==> src/rtl/program_memory_loader_if.sv <==
// Byte-stream-in / program-memory-write-out bundle of the program memory loader.
// byte_i moves when byte_valid_i and byte_ready_o are both high on a rising clk edge; an offered byte is held by the producer until then.
interface program_memory_loader_if #(
   parameter int DATA_WIDTH = 32
);
   logic                  start_i;
   logic [7:0]            byte_i;
   logic                  byte_valid_i;
   logic                  byte_ready_o;
   logic                  mem_we_o;
   logic [DATA_WIDTH-1:0] mem_addr_o;
   logic [DATA_WIDTH-1:0] mem_data_o;
   logic                  cpu_hold_o;
   logic                  busy_o;
   logic                  done_o;
   logic                  error_o;
   logic [15:0]           words_written_o;
   logic [2:0]            dbg_state;

   modport master (
      output start_i, byte_i, byte_valid_i,
      input  byte_ready_o, mem_we_o, mem_addr_o, mem_data_o, cpu_hold_o,
             busy_o, done_o, error_o, words_written_o, dbg_state
   );

   modport slave (
      input  start_i, byte_i, byte_valid_i,
      output byte_ready_o, mem_we_o, mem_addr_o, mem_data_o, cpu_hold_o,
             busy_o, done_o, error_o, words_written_o, dbg_state
   );
endinterface

==> src/rtl/program_memory_loader.sv <==
// Loads a length-prefixed little-endian program image from a byte stream into program
// memory at consecutive word addresses, holding the core in reset while loading.
module program_memory_loader #(
   parameter int                    MEMORY_DEPTH = 32,
   parameter int                    DATA_WIDTH   = 32,
   parameter logic [DATA_WIDTH-1:0] BASE_ADDRESS = 32'h00400000
) (
   input logic                   clk,
   input logic                   reset,
   program_memory_loader_if.slave bus
);

   typedef enum logic [2:0] {
      S_IDLE  = 3'd0,
      S_LEN   = 3'd1,
      S_DATA  = 3'd2,
      S_WRITE = 3'd3,
      S_DONE  = 3'd4,
      S_ERROR = 3'd5
   } state_t;

   localparam logic [15:0] MAX_WORDS = 16'(MEMORY_DEPTH);

   state_t                state, state_nxt;
   logic [1:0]            byte_idx;
   logic [15:0]           word_count;
   logic [15:0]           words_written;
   logic [DATA_WIDTH-1:0] addr;
   logic [DATA_WIDTH-1:0] data;
   logic                  byte_ready;
   logic                  mem_we;
   logic                  cpu_hold;
   logic                  busy;
   logic                  done;
   logic                  error;
   logic                  xfer;
   logic [15:0]           len_word;

   assign xfer     = bus.byte_valid_i & byte_ready;
   // Full header as it completes on the second length byte.
   assign len_word = {bus.byte_i, word_count[7:0]};

   always_comb begin
      state_nxt = state;
      unique case (state)
         S_IDLE, S_DONE, S_ERROR: begin
            if (bus.start_i) state_nxt = S_LEN;
         end
         S_LEN: begin
            if (xfer && byte_idx == 2'd1) begin
               if (len_word == 16'd0)           state_nxt = S_DONE;
               else if (len_word > MAX_WORDS)   state_nxt = S_ERROR;
               else                             state_nxt = S_DATA;
            end
         end
         S_DATA: begin
            if (xfer && byte_idx == 2'd3) state_nxt = S_WRITE;
         end
         S_WRITE: begin
            state_nxt = (words_written + 16'd1 == word_count) ? S_DONE : S_DATA;
         end
         default: state_nxt = S_IDLE;
      endcase
   end

   // All outputs are registered from the next state so they line up with the state register.
   always_ff @(posedge clk or negedge reset) begin
      if (!reset) begin
         state         <= S_IDLE;
         byte_idx      <= 2'd0;
         word_count    <= 16'd0;
         words_written <= 16'd0;
         addr          <= BASE_ADDRESS;
         data          <= '0;
         byte_ready    <= 1'b0;
         mem_we        <= 1'b0;
         cpu_hold      <= 1'b0;
         busy          <= 1'b0;
         done          <= 1'b0;
         error         <= 1'b0;
      end else begin
         state      <= state_nxt;
         byte_ready <= (state_nxt == S_LEN) || (state_nxt == S_DATA);
         mem_we     <= (state_nxt == S_WRITE);
         busy       <= (state_nxt == S_LEN) || (state_nxt == S_DATA) || (state_nxt == S_WRITE);
         cpu_hold   <= (state_nxt == S_LEN) || (state_nxt == S_DATA) || (state_nxt == S_WRITE) ||
                       (state_nxt == S_ERROR);
         done       <= (state_nxt == S_DONE);
         error      <= (state_nxt == S_ERROR);

         unique case (state)
            S_IDLE, S_DONE, S_ERROR: begin
               if (bus.start_i) begin
                  byte_idx      <= 2'd0;
                  word_count    <= 16'd0;
                  words_written <= 16'd0;
                  addr          <= BASE_ADDRESS;
               end
            end
            S_LEN: begin
               if (xfer) begin
                  if (byte_idx == 2'd0) begin
                     word_count[7:0] <= bus.byte_i;
                     byte_idx        <= 2'd1;
                  end else begin
                     word_count[15:8] <= bus.byte_i;
                     byte_idx         <= 2'd0;
                  end
               end
            end
            S_DATA: begin
               if (xfer) begin
                  data[{byte_idx, 3'b000} +: 8] <= bus.byte_i;
                  byte_idx                      <= byte_idx + 2'd1;
               end
            end
            S_WRITE: begin
               addr          <= addr + DATA_WIDTH'(4);
               words_written <= words_written + 16'd1;
            end
            default: begin
               byte_idx <= 2'd0;
            end
         endcase
      end
   end

   assign bus.byte_ready_o    = byte_ready;
   assign bus.mem_we_o        = mem_we;
   assign bus.mem_addr_o      = addr;
   assign bus.mem_data_o      = data;
   assign bus.cpu_hold_o      = cpu_hold;
   assign bus.busy_o          = busy;
   assign bus.done_o          = done;
   assign bus.error_o         = error;
   assign bus.words_written_o = words_written;
   assign bus.dbg_state       = state;

endmodule
==> src/flat_wrapper.sv <==
// flat-port wrapper written by rule: the top's interface ports become plain ports
module program_memory_loader_flat 
#(
   parameter int                    MEMORY_DEPTH = 32,
   parameter int                    DATA_WIDTH   = 32,
   parameter logic [DATA_WIDTH-1:0] BASE_ADDRESS = 32'h00400000
)
  (clk, reset, bus_start_i, bus_byte_i, bus_byte_valid_i, bus_byte_ready_o, bus_mem_we_o, bus_mem_addr_o, bus_mem_data_o, bus_cpu_hold_o, bus_busy_o, bus_done_o, bus_error_o, bus_words_written_o, bus_dbg_state);
  program_memory_loader_if #(.DATA_WIDTH(DATA_WIDTH)) bus_i ();
  input logic clk;
  input logic reset;
  input wire logic [$bits(bus_i.start_i)-1:0] bus_start_i;
  input wire logic [$bits(bus_i.byte_i)-1:0] bus_byte_i;
  input wire logic [$bits(bus_i.byte_valid_i)-1:0] bus_byte_valid_i;
  output wire logic [$bits(bus_i.byte_ready_o)-1:0] bus_byte_ready_o;
  output wire logic [$bits(bus_i.mem_we_o)-1:0] bus_mem_we_o;
  output wire logic [$bits(bus_i.mem_addr_o)-1:0] bus_mem_addr_o;
  output wire logic [$bits(bus_i.mem_data_o)-1:0] bus_mem_data_o;
  output wire logic [$bits(bus_i.cpu_hold_o)-1:0] bus_cpu_hold_o;
  output wire logic [$bits(bus_i.busy_o)-1:0] bus_busy_o;
  output wire logic [$bits(bus_i.done_o)-1:0] bus_done_o;
  output wire logic [$bits(bus_i.error_o)-1:0] bus_error_o;
  output wire logic [$bits(bus_i.words_written_o)-1:0] bus_words_written_o;
  output wire logic [$bits(bus_i.dbg_state)-1:0] bus_dbg_state;
  assign bus_i.start_i = bus_start_i;
  assign bus_i.byte_i = bus_byte_i;
  assign bus_i.byte_valid_i = bus_byte_valid_i;
  assign bus_byte_ready_o = bus_i.byte_ready_o;
  assign bus_mem_we_o = bus_i.mem_we_o;
  assign bus_mem_addr_o = bus_i.mem_addr_o;
  assign bus_mem_data_o = bus_i.mem_data_o;
  assign bus_cpu_hold_o = bus_i.cpu_hold_o;
  assign bus_busy_o = bus_i.busy_o;
  assign bus_done_o = bus_i.done_o;
  assign bus_error_o = bus_i.error_o;
  assign bus_words_written_o = bus_i.words_written_o;
  assign bus_dbg_state = bus_i.dbg_state;
  program_memory_loader #(.MEMORY_DEPTH(MEMORY_DEPTH), .DATA_WIDTH(DATA_WIDTH), .BASE_ADDRESS(BASE_ADDRESS)) u_core (.clk(clk), .reset(reset), .bus(bus_i));
endmodule
==> config.mk <==
export PLATFORM = sky130hd
export DESIGN_NAME = program_memory_loader_flat
export DESIGN_NICKNAME = d
export VERILOG_FILES = /design/src/rtl/program_memory_loader_if.sv /design/src/rtl/program_memory_loader.sv /design/src/flat_wrapper.sv
export SDC_FILE = /design/constraint.sdc
export NUM_CORES = 1
export LEC_CHECK = 0
export ABC_AREA = 1
export CAP_MARGIN = 15
export CORE_UTILIZATION = 35
export DETAILED_ROUTE_END_ITERATION = 6
export HOLD_SLACK_MARGIN = 0.06
export PLACE_DENSITY = 0.53
export SETUP_SLACK_MARGIN = 0.02
export SLEW_MARGIN = 20
export SYNTH_ARGS = -nofsm -noshare
export SYNTH_HDL_FRONTEND = slang
export SYNTH_SLANG_ARGS = --single-unit
==> constraint.sdc <==
create_clock -name clk -period 1.95 [get_ports clk]
set_input_delay 0.39 -clock clk [delete_from_list [all_inputs] [get_ports clk]]
set_output_delay 0.39 -clock clk [all_outputs]
set_load 0.01 [all_outputs]
==> run_summary.xml <==
<?xml version="1.0" encoding="UTF-8"?>
<metrics>
  <group name="drt">
    <metric name="final_antenna_net_count" unit="">0</metric>
    <metric name="finalWirelength" unit="um">16400</metric>
    <metric name="dr.pass1.iters" unit="">5</metric>
    <metric name="drc_markers" unit="">0</metric>
    <metric name="routed-via-count" unit="">5387</metric>
    <metric name="routedWlPerCell" unit="um">15.0</metric>
    <metric name="route.detailed.vias_per_inst" unit="">4.90</metric>
    <metric name="detail_route.iter0.violations" unit="">310</metric>
  </group>
  <group name="clock_network">
    <metric name="clk_latency" unit="ns">0.37</metric>
    <metric name="h-tree-depth" unit="">3</metric>
    <metric name="clock-sinks" unit="">105</metric>
    <metric name="cts.root.buffer_cell" unit="">sky130_fd_sc_hd__clkbuf_16</metric>
    <metric name="cts_buffer_depth" unit="">2</metric>
    <metric name="cts_inserted_buffers" unit="">9</metric>
    <metric name="cts_tree" unit="">yes</metric>
    <metric name="worst_setup_hold_path_clk_slew" unit="ns">0.07</metric>
  </group>
  <group name="finish">
    <metric name="n_antenna_cell" unit="">0</metric>
    <metric name="final_non_filler_cells" unit="">1099</metric>
    <metric name="drive_gt1_share" unit="%">21.6</metric>
    <metric name="area_growth_syn_to_layout" unit="%">44.9</metric>
    <metric name="finish.utilization" unit="%">52.4</metric>
    <metric name="fin_nets" unit="">903</metric>
  </group>
  <group name="die">
    <metric name="initial_core_util" unit="%">36.2</metric>
    <metric name="floorplan.die.width" unit="um">128</metric>
    <metric name="ios" unit="">101</metric>
    <metric name="placeableCoreArea" unit="sq um">15300</metric>
    <metric name="die_height" unit="um">128</metric>
    <metric name="die_area" unit="sq um">16300</metric>
    <metric name="floorplan.rows" unit="">45</metric>
  </group>
  <group name="global_routing">
    <metric name="gr-total-overflow" unit="">0</metric>
    <metric name="first_global_vias" unit="">5383</metric>
    <metric name="grt_first_pass_wirelength" unit="um">27100</metric>
    <metric name="met2_usage_in_global_routing" unit="%">35.7</metric>
    <metric name="grt_start_max_net_pins" unit="">52</metric>
    <metric name="grt-busiest-layer" unit="">met2</metric>
    <metric name="gr_layer_usage_met3" unit="%">3.80</metric>
    <metric name="antenna_found_initial" unit="">0</metric>
    <metric name="grtUsageMet1" unit="%">27.5</metric>
    <metric name="global_route.usage.total" unit="%">21.1</metric>
  </group>
  <group name="critical_path">
    <metric name="crit_type" unit="">register to register</metric>
    <metric name="worst_r2r_path_depth" unit="">14</metric>
    <metric name="worstPathRequired" unit="ns">2.25</metric>
    <metric name="startpoint_type" unit="">register</metric>
    <metric name="critPathArrivalTime" unit="ns">2.33</metric>
    <metric name="worst-path-max-fanout" unit="">7</metric>
    <metric name="worstSetupEndpointType" unit="">register</metric>
  </group>
  <group name="timing">
    <metric name="report.final.setup_viol" unit="">5</metric>
    <metric name="timing.final.crit_share" unit="%">104</metric>
    <metric name="achievable-frequency" unit="MHz">493</metric>
    <metric name="timing_max_transition_violations_final" unit="">0</metric>
    <metric name="fin_crit" unit="ns">2.03</metric>
    <metric name="fin_worst_skew" unit="ns">0.0101</metric>
    <metric name="hold_viol_final" unit="">0</metric>
    <metric name="final_critical_path_setup_slack" unit="ns">-0.0772</metric>
    <metric name="rsz0062_at_grt" unit="">yes</metric>
    <metric name="worst_hold_slack" unit="ns">0.478</metric>
  </group>
  <group name="worst_hold_path">
    <metric name="hold_class" unit="">register to register</metric>
    <metric name="worstHoldPathCells" unit="">1</metric>
  </group>
  <group name="placement">
    <metric name="numPortBuffers" unit="">98</metric>
    <metric name="setup_slack_at_placement" unit="ns">-0.156</metric>
    <metric name="place.gp.congestion" unit="">0.855</metric>
    <metric name="detailed_place_hpwl" unit="um">12100</metric>
    <metric name="place_inst" unit="">1071</metric>
  </group>
  <group name="synthesis">
    <metric name="post_synth_inst_count" unit="">701</metric>
    <metric name="synth.area.top_cells" unit="">sky130_fd_sc_hd__dfrtp_1 47%, sky130_fd_sc_hd__nand2_1 13%, sky130_fd_sc_hd__nand3_1 6.4%</metric>
    <metric name="synth_edf_count" unit="">0</metric>
    <metric name="yosysWarnings" unit="">0</metric>
    <metric name="synth_seq_cells" unit="">105</metric>
    <metric name="syn_area" unit="sq um">5540</metric>
    <metric name="synth_ff_type" unit="">sky130_fd_sc_hd__dfrtp_1</metric>
    <metric name="post_synth_num_cell_types" unit="">39</metric>
    <metric name="post_synth.cell_area_avg" unit="sq um">7.90</metric>
    <metric name="synth_top_cell_area_share" unit="%">47.0</metric>
    <metric name="yosysTopAreaCell" unit="">sky130_fd_sc_hd__dfrtp_1</metric>
    <metric name="netlist_top_cells_count" unit="">186 x sky130_fd_sc_hd__nand2_1, 104 x sky130_fd_sc_hd__dfrtp_1, 77 x sky130_fd_sc_hd__inv_1</metric>
    <metric name="cell_with_the_most_instances_after_synthesis" unit="">sky130_fd_sc_hd__nand2_1</metric>
    <metric name="synth.yosys.seq_area_share" unit="%">47.4</metric>
    <metric name="share_of_synthesized_registers_carrying_an_async_set_or_reset" unit="%">100</metric>
  </group>
  <group name="outcome">
    <metric name="failed_checks" unit="">negative setup slack</metric>
    <metric name="run_status" unit="">complete, but fails checks</metric>
  </group>
  <group name="power_and_ir_drop">
    <metric name="leak_pwr" unit="nW">3.67</metric>
    <metric name="power_density" unit="nW/um^2">949</metric>
    <metric name="peakVddDrop" unit="uV">552</metric>
    <metric name="power" unit="mW">7.62</metric>
  </group>
  <group name="run">
    <metric name="max_cap_violations" unit="">0</metric>
  </group>
</metrics>
## layer usage
metal / wire, um / vias up
met5: 0 / -
met4: 245 / 0
met3: 774 / 20
met2: 7960 / 144
met1: 7470 / 2548
li1: - / 2675
## stage by stage
step	instance area, sq um	setup TNS (ns)
final	8030	-0.264
after floorplan	5540	0
after global placement	7370	-0.516
after detailed placement	7370	-0.802
after CTS	7790	-0.112
after global routing	8030	-1.22
## report_power, final
part           switching, mW  leakage, nW  internal [mW]
clock network          0.915        0.136          0.889
registers              0.300         1.41           2.57
logic                   1.64         2.13           1.31
## flip-flops by register name (all words and copies together) (netlist names)
signal,count
u_core.bus.mem_addr_o,30
u_core.word_count,16
u_core.bus.done_o,1
u_core.byte_idx,2
u_core.bus.error_o,1
u_core.bus.mem_we_o,1
u_core.bus.dbg_state,3
u_core.bus.mem_data_o,32
u_core.bus.cpu_hold_o,1
u_core.bus.words_written_o,16
u_core.bus.busy_o,1
u_core.bus.byte_ready_o,1
## layout make-up
type	instances	area [sq um]
sequential	105	2630
multi-input combinational	501	2800
clock buffer	10	229
fill	1472	7290
tap	211	264
inverter	80	300
timing repair buffer	186	1740
clock inverter	6	52.6
## kinds of logic after synthesis
kind of cell / Yosys count / share of synthesized area [%]
mux: 10 / 1.81
fa+ha+maj: 8 / 1.81
simple gates: 371 / 30.4
other cells: 1 / 0.0677
buf+inv: 96 / 6.84
compound gates: 106 / 10.8
flops: 105 / 47.4
xor+xnor: 4 / 0.881
## path summary, 6_finish.rpt
kind | from | endpoint | slack, ns
max in group asynchronous | reset | u_core.bus.words_written_o[11]$_DFFE_PN0P_ | 0.68
worst max-delay path | u_core.bus.words_written_o[1]$_DFFE_PN0P_ | u_core.bus.busy_o$_DFF_PN0_ | -0.08
min in group asynchronous | reset | u_core.word_count[11]$_DFFE_PN0P_ | 0.49
worst max register to register | u_core.bus.words_written_o[1]$_DFFE_PN0P_ | u_core.bus.busy_o$_DFF_PN0_ | -0.08
worst min register to register | u_core.bus.mem_addr_o[31]$_DFFE_PN0P_ | u_core.bus.mem_addr_o[31]$_DFFE_PN0P_ | 0.48
worst min-delay path | u_core.bus.mem_addr_o[31]$_DFFE_PN0P_ | u_core.bus.mem_addr_o[31]$_DFFE_PN0P_ | 0.48
## layout by cell type, fill, tap and decap left out, drive strengths merged, types with 4 or more instances in the layout
cell type      count
a21oi             19
nand3             74
nand2            188
clkbuf            10
o21ai             63
buf               89
ha                 8
nor3               6
o21a               5
mux2i             10
clkdlybuf4s50     95
o31ai              5
o22ai              8
nor2              73
dfrtp            104
nand4             21
nand3b             4
inv               82
## what timing repair did
item,CTS,global route
setup buffers,7,4
pin swaps,17,26
resized for setup,27,54
hold buffers,1,0
hold endpoints to repair,22,0
endpoints found under the setup margin,7,13
## worst max-delay path, cell delays in order, from the launching register on
cell and delay [ns]:
sky130_fd_sc_hd__dfrtp_1 0.41, sky130_fd_sc_hd__buf_6 0.13, sky130_fd_sc_hd__nand2_2 0.06, sky130_fd_sc_hd__nor2_4 0.22, sky130_fd_sc_hd__nand3_2 0.12, sky130_fd_sc_hd__buf_4 0.16, sky130_fd_sc_hd__o21ai_1 0.13, sky130_fd_sc_hd__nand3_1 0.10
sky130_fd_sc_hd__nand2_2 0.11, sky130_fd_sc_hd__nor2_4 0.05, sky130_fd_sc_hd__nand3_4 0.11, sky130_fd_sc_hd__nor2_4 0.05, sky130_fd_sc_hd__nor2_4 0.18, sky130_fd_sc_hd__nand2_1 0.08, sky130_fd_sc_hd__inv_1 0.05
Power figures use the tool's default switching activity.
